**config.mk**
```make
export PLATFORM = sky130hd
export DESIGN_NAME = mem_port_arbiter
export DESIGN_NICKNAME = d
export VERILOG_FILES = /design/src/rtl/mem_port_arbiter.sv
export SDC_FILE = /design/constraint.sdc
export NUM_CORES = 1
export LEC_CHECK = 0
export ABC_AREA = 1
export CAP_MARGIN = 10
export CORE_MARGIN = 4
export CORE_UTILIZATION = 44
export DETAILED_ROUTE_END_ITERATION = 10
export GPL_TIMING_DRIVEN = 0
export PLACE_DENSITY = 0.94
export RECOVER_POWER = 50
export SETUP_SLACK_MARGIN = 0.15
export SYNTH_ARGS = -nofsm -noshare
export SYNTH_HDL_FRONTEND = slang
export SYNTH_SLANG_ARGS = --single-unit
export TNS_END_PERCENT = 1
```
**constraint.sdc**
```tcl
create_clock -name i_clk -period 4.35 [get_ports i_clk]
set_input_delay 0.87 -clock i_clk [delete_from_list [all_inputs] [get_ports i_clk]]
set_output_delay 0.87 -clock i_clk [all_outputs]
set_load 0.01 [all_outputs]
```
**src/rtl/mem_port_arbiter.sv**
```systemverilog
// Single-port memory sequencer shared by instruction fetch and load/store.
// Define ARB_FAIR_EN to let a waiting fetch win after STARVE_LIMIT data grants.
module mem_port_arbiter #(
  parameter int unsigned STARVE_LIMIT = 4
) (
  input  logic        i_clk,
  input  logic        i_rst_n,
  input  logic        i_if_req,
  input  logic [31:0] i_if_addr,
  output logic        o_if_valid,
  output logic [31:0] o_if_rdata,
  input  logic        i_d_read,
  input  logic        i_d_write,
  input  logic [31:0] i_d_addr,
  input  logic [31:0] i_d_wdata,
  input  logic [3:0]  i_d_mask,
  output logic        o_d_done,
  output logic [31:0] o_d_rdata,
  output logic        o_mem_req,
  output logic        o_mem_wen,
  output logic [31:0] o_mem_addr,
  output logic [31:0] o_mem_wdata,
  output logic [3:0]  o_mem_mask,
  input  logic        i_mem_ready,
  input  logic        i_mem_rvalid,
  input  logic [31:0] i_mem_rdata,
  output logic        o_stall
);

  typedef enum logic [1:0] {
    IDLE = 2'd0,
    REQ  = 2'd1,
    WAIT = 2'd2,
    RESP = 2'd3
  } state_e;

  state_e      state_q, state_d;
  logic        owner_q, owner_d;
  logic        wen_q, wen_d;
  logic [31:0] addr_q, addr_d;
  logic [31:0] wdata_q, wdata_d;
  logic [3:0]  mask_q, mask_d;
  logic [31:0] if_rdata_q, if_rdata_d;
  logic [31:0] d_rdata_q, d_rdata_d;

  logic d_any;
  logic any_req;
  logic grant_d;
  logic arb_en;

  assign d_any   = i_d_read | i_d_write;
  assign any_req = d_any | i_if_req;
  assign arb_en  = (state_q == IDLE) & any_req;

  if (STARVE_LIMIT < 1 || STARVE_LIMIT > 15) begin : g_limit_chk
    $error("STARVE_LIMIT must be in 1..15");
  end

`ifdef ARB_FAIR_EN
  localparam logic [3:0] LIMIT = 4'(STARVE_LIMIT);

  logic [3:0] starve_q, starve_d;
  logic       starved;

  assign starved = i_if_req & (starve_q == LIMIT);
  assign grant_d = d_any & ~starved;

  // Count data grants that overtook a waiting fetch.
  always_comb begin
    starve_d = starve_q;
    if (arb_en) begin
      if (grant_d) begin
        if (i_if_req && starve_q != LIMIT) begin
          starve_d = starve_q + 4'd1;
        end
      end else begin
        starve_d = '0;
      end
    end
  end

  always_ff @(posedge i_clk or negedge i_rst_n) begin
    if (!i_rst_n) begin
      starve_q <= '0;
    end else begin
      starve_q <= starve_d;
    end
  end
`else
  assign grant_d = d_any;
`endif

  always_ff @(posedge i_clk or negedge i_rst_n) begin
    if (!i_rst_n) begin
      state_q <= IDLE;
    end else begin
      state_q <= state_d;
    end
  end

  always_comb begin
    state_d = state_q;
    unique case (state_q)
      IDLE: begin
        if (any_req) begin
          state_d = REQ;
        end
      end
      REQ: begin
        if (i_mem_ready) begin
          state_d = wen_q ? RESP : WAIT;
        end
      end
      WAIT: begin
        if (i_mem_rvalid) begin
          state_d = RESP;
        end
      end
      RESP: begin
        state_d = IDLE;
      end
      default: begin
        state_d = IDLE;
      end
    endcase
  end

  always_comb begin
    owner_d    = owner_q;
    wen_d      = wen_q;
    addr_d     = addr_q;
    wdata_d    = wdata_q;
    mask_d     = mask_q;
    if_rdata_d = if_rdata_q;
    d_rdata_d  = d_rdata_q;
    if (arb_en) begin
      owner_d = grant_d;
      if (grant_d) begin
        wen_d   = i_d_write;
        addr_d  = i_d_addr;
        wdata_d = i_d_wdata;
        mask_d  = i_d_write ? i_d_mask : 4'hF;
      end else begin
        wen_d   = 1'b0;
        addr_d  = i_if_addr;
        wdata_d = '0;
        mask_d  = 4'hF;
      end
    end
    // Read data is only taken while a read is actually outstanding.
    if (state_q == WAIT && i_mem_rvalid) begin
      if (owner_q) begin
        d_rdata_d = i_mem_rdata;
      end else begin
        if_rdata_d = i_mem_rdata;
      end
    end
  end

  always_ff @(posedge i_clk or negedge i_rst_n) begin
    if (!i_rst_n) begin
      owner_q    <= 1'b0;
      wen_q      <= 1'b0;
      addr_q     <= '0;
      wdata_q    <= '0;
      mask_q     <= '0;
      if_rdata_q <= '0;
      d_rdata_q  <= '0;
    end else begin
      owner_q    <= owner_d;
      wen_q      <= wen_d;
      addr_q     <= addr_d;
      wdata_q    <= wdata_d;
      mask_q     <= mask_d;
      if_rdata_q <= if_rdata_d;
      d_rdata_q  <= d_rdata_d;
    end
  end

  always_comb begin
    o_mem_req  = (state_q == REQ);
    o_if_valid = (state_q == RESP) & ~owner_q;
    o_d_done   = (state_q == RESP) & owner_q;
  end

  assign o_mem_wen   = wen_q;
  assign o_mem_addr  = addr_q;
  assign o_mem_wdata = wdata_q;
  assign o_mem_mask  = mask_q;
  assign o_if_rdata  = if_rdata_q;
  assign o_d_rdata   = d_rdata_q;

  assign o_stall = (i_if_req & ~o_if_valid) | (d_any & ~o_d_done);

endmodule
```
==> impl_metrics.yaml, run 1 <==
outcome:
  outcome: "finished, violations left"
  failed_checks: "capacitance limit, slew limit"
clock_tree:
  cts_buffer_depth: 2
  insertion_delay_ns: 0.41
  cts_inserted_buffers: 17
  root_buffer: "clkbuf_16"
  htreeDepth: 4
  post_cts_resized: 0
  cts_tree: "built"
  hold_buffers: 0
  clkTransAtPathRegs_ns: 0.05
  post_cts_buffers: 0
  clock_sinks: 136
drt:
  post_drt_via_cell_ratio: 4.84
  drtAntennaViolNets: 0
  dr.pass1.iters: 5
  met2_length_um: 9300
  top_layer: "met4"
  wl_met1_um: 6900
  wl_per_cell_um: 15.7
  drcViolationCount: 0
  drt_first_iter_violations: 368
  vias: 5607
  route.met3.wl_um: 1340
  wl_um: 18200
place:
  gp_congestion: 0.843
  dp_hpwl_um: 14100
  dp_cells: 1125
  port_buffers: 275
  place_area_mm2: 0.00877
synthesis:
  synth-seq-cells: 136
  syn_area_mm2: 0.00577
  yosysSeqAreaShare_pct: 59.0
  syn_nets: 821
  synth.largest_area_cell: "dfrtp_1"
  postSynthAreaPerCell_um2: 8.53
  synth_top_area_share_pct: 59.0
  synth_area_leaders: "dfrtp_1, nand2_1, nand3_1"
  yosysWarnings: 0
  postSynthCellCount: 677
  yosysUniqueCellTypes: 19
pwr:
  power.leakage_nw: 4.59
  irDropWorstVdd_mv: 0.359
  power_density_mw_per_mm2: 701
final_layout:
  layout.nets: 1116
  drive_gt1_share_pct: 5.28
  synthToLayoutAreaGrowth_pct: 61.3
  postLayoutCellArea_mm2: 0.00931
  layoutNonFillerInstCount: 1158
timing:
  finClkSkew_ns: 0.00450
  max_freq_mhz: 275
  rsz0062_at_grt: "false"
  fin_crit_ns: 3.63
  finalCritPeriodShare_pct: 83.5
  drv_slew: 51
  tightest_slew_ns: 2.75
  slew_headroom_pct: -83.5
  setup_viol: 0
  hold_viol_final: 0
critical_path:
  critPathRequiredTime_ns: 3.48
  endpoint_kind: "primary output"
  cp_data_arrival_time_ns: 2.76
  r2r_setup_slack_ns: 2.52
  reg2regPathDepth: 6
  worstSetupStartpointType: "input port"
  crit_type: "in -> out"
  cp_max_fo: 10
  rr_startpoint: "state_q[0]$_DFFE_PN0P_"
  r2r_end: "o_if_rdata[22]$_DFFE_PN0P_"
worst_hold_path:
  hold_path_end: "o_mem_wdata[13]$_DFFE_PN0P_"
  min_path_cells: 2
  hold_path_class: "reg -> reg"
  hp-start: "o_mem_wdata[13]$_DFFE_PN0P_"
floorplan:
  core.rowCount: 41
  die_h_um: 123
  ios: 276
  die_w_um: 123
  core-area_mm2: 0.0127
  start_util_pct: 45.4
  dieArea_mm2: 0.0150
global_routing:
  gr-total-overflow: 0
  grt_max_degree: 87
  grt_pass1_wl_um: 28300
  grt_pass1_vias: 5655
  grtUsageTotal_pct: 24.4
  antenna_found_initial: 1
job:
  drv_cap: 1
[registers in the layout, summed over array words and instances (netlist names)]
register	count
o_if_rdata	32
state_q	2
o_mem_wdata	32
o_mem_mask	4
o_mem_wen	1
o_d_rdata	32
o_mem_addr	32
owner_q	1
[worst max path at each step]
stage / from / end / slack, ns / cells after the start
after global routing: i_d_write / o_stall / 0.57 / 6
after CTS: i_d_write / o_stall / 1.04 / 6
after global placement: i_rst_n / o_mem_addr[23]$_DFFE_PN0P_ / -2.85 / 1
final: i_d_write / o_stall / 0.72 / 6
after floorplan: i_d_read / o_stall / 2.09 / 4
after detailed placement: i_d_write / o_stall / 1.05 / 6
[cells by family after synthesis]
logic type                 synth area share [%]
and+or+nand+nor                            26.0
DFF                                        59.0
buffers and inverters                      7.48
AOI/OAI and AO/OA                          6.50
adders and majority gates                  1.08
[routing by layer]
layer / vias up / global-route usage, %
met5: - / 0
met4: 0 / 10.5
met3: 43 / 6.50
met2: 224 / 42.8
met1: 2654 / 28.0
li1: 2686 / -
[where the power goes]
group          leakage, nW  switching, W  internal, W
Sequential            1.70      0.000329      0.00186
Combinational         2.60       0.00140      0.00150
Clock                0.286      0.000500     0.000932
[critical path: stages]
cell and delay (ns):
clkdlybuf4s50_1 0.42, nor2_1 0.13, clkbuf_1 0.47, buf_4 0.28, o22ai_1 0.08, clkdlybuf4s50_1 0.49
[through the flow]
step / worst slack, ns / hold slack, ns / util, % / total power (W) / setup TNS [ns]
after global routing: 0.566 / 0.493 / 73.2 / 0.00693 / 0
after global placement: -2.85 / 0.453 / 68.7 / 0.00501 / -385.91
after detailed placement: 1.05 / 0.459 / 68.9 / 0.00514 / 0
after floorplan: 2.09 / 0.506 / - / 0.00343 / 0
after CTS: 1.04 / 0.396 / 73.6 / 0.00660 / 0
final: 0.718 / 0.473 / 73.2 / 0.00652 / 0
[final cells by class]
| cell class | count | area (um2) |
|---|---|---|
| diodes | 1 | 2.50 |
| plain buffers | 37 | 230 |
| clock buffers | 25 | 475 |
| clock inverters | 7 | 116 |
| fillers | 957 | 3410 |
| inverters | 44 | 166 |
| multi-input cells | 460 | 1920 |
| flip-flops and latches | 136 | 3400 |
| well taps | 172 | 215 |
| repair buffers | 276 | 2770 |
[layout by cell type (no fill, tap or decap), drive strengths merged]
cell	instances
dfrtp	136
a21boi	1
dlygate4sd3	1
clkdlybuf4s50	273
o22ai	1
clkbuf	40
nand2	338
nand3	39
diode	1
bufinv	3
nor2	6
clkinv	2
o21ai	70
buf	24
ha	5
inv	44
clkinvlp	2
[cell usage after synthesis]
cell type and count:
a21boi_4 1, inv_2 1, nand2_1 338, nor2_1 5
nor2_2 1, buf_4 3, clkbuf_2 2, o21ai_0 34
buf_1 3, o22ai_1 1, nand3_1 37, inv_1 42
dfrtp_1 136, inv_4 1, buf_6 12, nand3_2 2
buf_2 17, ha_1 5, o21ai_1 36
Power figures use the tool's default switching activity.
==> run 2: changes to the inputs <==
--- a/config.mk
+++ b/config.mk
@@ -8,10 +8,10 @@
 export ABC_AREA = 1
 export CAP_MARGIN = 10
 export CORE_MARGIN = 4
-export CORE_UTILIZATION = 44
+export CORE_UTILIZATION = 37
 export DETAILED_ROUTE_END_ITERATION = 10
 export GPL_TIMING_DRIVEN = 0
-export PLACE_DENSITY = 0.94
+export PLACE_DENSITY = 0.85
 export RECOVER_POWER = 50
 export SETUP_SLACK_MARGIN = 0.15
 export SYNTH_ARGS = -nofsm -noshare
==> constraint.sdc (replaced) <==
create_clock -name i_clk -period 3.08 [get_ports i_clk]
set_input_delay 0.616 -clock i_clk [delete_from_list [all_inputs] [get_ports i_clk]]
set_output_delay 0.616 -clock i_clk [all_outputs]
set_load 0.01 [all_outputs]
==> run 2 against run 1 <==
The run still ends with capacitance limit, slew limit left. Combinational power rose by 40%. Global-route usage fell by 3.9 points. Sequential share of layout area fell by 0.14 points. Sequential power rose by 42%. Worst hold slack got worse by 0.0030 ns. First-iteration DRC count fell by 28%. Via count fell by 1.1%. Clock power rose by 31%. Non-clock buffer count did not move. Final cell count rose by 3.0%. Setup slack got worse by 0.20 ns. Critical path type unchanged. Largest cell class unchanged.
==> impl_metrics.yaml, run 2 (synthesis gave the netlist of run 1 again) <==
outcome:
  outcome: "finished, violations left"
  failed_checks: "capacitance limit, slew limit"
floorplan:
  die_h_um: 133
  core-area_mm2: 0.0153
  start_util_pct: 37.8
  dieArea_mm2: 0.0177
  die_w_um: 133
  core.rowCount: 45
  ios: 276
timing:
  drv_slew: 47
  slew_headroom_pct: -50.1
  setup_viol: 0
  rsz0062_at_grt: "false"
  fin_crit_ns: 2.56
  finClkSkew_ns: 0.0101
  finalCritPeriodShare_pct: 83.1
  tightest_slew_ns: 2.25
  hold_viol_final: 0
  max_freq_mhz: 391
  tns_ns: 0
final_layout:
  mostFrequentLayoutCell: "nand2_1"
  layout.nets: 1116
  synthToLayoutAreaGrowth_pct: 61.9
  final_cell_mix: "nand2_1, clkdlybuf4s50_1, dfrtp_1"
  diodes: 0
  layoutNonFillerInstCount: 1193
  drive_gt1_share_pct: 5.70
  final.fill_count: 1316
drt:
  vias: 5544
  met2_length_um: 9230
  wl_um: 18100
  drt_first_iter_violations: 265
  dr.pass1.iters: 4
  drtAntennaViolNets: 0
  top_layer: "met4"
  wl_met1_um: 7390
  route.met3.wl_um: 925
  wl_per_cell_um: 15.2
  post_drt_via_cell_ratio: 4.65
  drcViolationCount: 0
critical_path:
  cp_max_fo: 10
  cp_data_arrival_time_ns: 1.94
  crit_buf_inv: 4
  critPathRequiredTime_ns: 2.46
  worstSetupStartpointType: "input port"
  max_stage_delay_ns: 0.49
  crit_chain: "clkdlybuf4s50_1 -> nor2_2 -> buf_6 -> buf_4 -> o22ai_1 -> dlymetal6s2s_1"
  crit_type: "in -> out"
  slowest_stage: "clkdlybuf4s50_1"
  endpoint_kind: "primary output"
  r2r_setup_slack_ns: 1.20
  critPathTopFamily: "buffers and inverters"
global_routing:
  grt_max_degree: 91
  grt_pass1_wl_um: 28900
  antenna_found_initial: 0
  grt_pass1_vias: 5679
  gr-total-overflow: 0
  grtUsageTotal_pct: 20.4
clock_tree:
  clock_sinks: 136
  cts_buffer_depth: 2
  root_buffer: "clkbuf_16"
  hold_buffers: 0
  htreeDepth: 4
  clkTransAtPathRegs_ns: 0.05
  cts_tree: "built"
  cts_inserted_buffers: 17
  insertion_delay_ns: 0.40
job:
  drv_cap: 1
place:
  dp_cells: 1164
  port_buffers: 275
  gp_congestion: 0.851
  dp_hpwl_um: 13900
pwr:
  finalPower_w: 0.00905
  irDropWorstVdd_mv: 0.472
  power_density_mw_per_mm2: 969
  power.leakage_nw: 4.59
worst_hold_path:
  hold_path_class: "reg -> reg"
## run 2: cell count changes in the layout (fill, tap and decap cells not counted), sizes merged
cell / delta
buf: +2
clkinv: +2
clkdlybuf4s25: +1
bufinv: -2
clkbuf: -6
dlymetal6s2s: +1
dlygate4sd3: -1
diode: -1
## run 2: per-stage QoR
stage | instance area (um2) | hold WS [ns] | util, % | worst slack [ns]
final | 9340 | 0.470 | 61.2 | 0.522
after global routing | 9340 | 0.492 | 61.2 | 0.268
after global placement | 8790 | 0.452 | 57.6 | -3.94
after floorplan | 5770 | 0.320 | - | 1.33
after detailed placement | 8820 | 0.458 | 57.8 | 0.176
after CTS | 9360 | 0.144 | 61.4 | 0.164
## run 2: final cells by class
class                           count  area (um2)  share of cell area, %
Sequential cell                   136        3400                   36.4
Timing Repair Buffer              276        2780                   29.8
Multi-Input combinational cell    460        1930                   20.6
Clock buffer                       22         474                   5.08
Tap cell                          211         264                   2.83
Buffer                             37         251                   2.69
Inverter                           44         168                   1.79
Clock inverter                      7        72.6                  0.777
## run 2: timing repair
action                     4_1_cts  5_1_grt
resized for setup                0        1
setup endpoints to repair        0        1
buffers inserted                 0        0
## run 2: path summary, 6_finish.rpt
path,startpoint,end,cells past startpoint
setup / recovery,i_d_write,o_stall,6
hold / removal,o_mem_wdata[12]$_DFFE_PN0P_,o_mem_wdata[12]$_DFFE_PN0P_,2
setup reg to reg,state_q[0]$_DFFE_PN0P_,o_mem_wdata[5]$_DFFE_PN0P_,8
hold reg to reg,o_mem_wdata[12]$_DFFE_PN0P_,o_mem_wdata[12]$_DFFE_PN0P_,2
max in group asynchronous,i_rst_n,o_mem_wdata[19]$_DFFE_PN0P_,2
min in group asynchronous,i_rst_n,o_mem_wdata[25]$_DFFE_PN0P_,1
## run 2: report_power, final
part	switching, W	internal, W
clock	0.000721	0.00116
sequential	0.000474	0.00262
combinational	0.00195	0.00212
total	0.00315	0.00590
## run 2: worst min-delay path, stage by stage, from the launching register on
cell and delay, ns:
dfrtp_1 0.34, nand2_1 0.05, nand2_1 0.05
## run 2: routing by layer
| metal | vias up | GRT usage (%) |
|---|---|---|
| met5 | - | 0 |
| met4 | 0 | 8.55 |
| met3 | 39 | 4.49 |
| met2 | 179 | 35.0 |
| met1 | 2642 | 24.8 |
| li1 | 2684 | - |
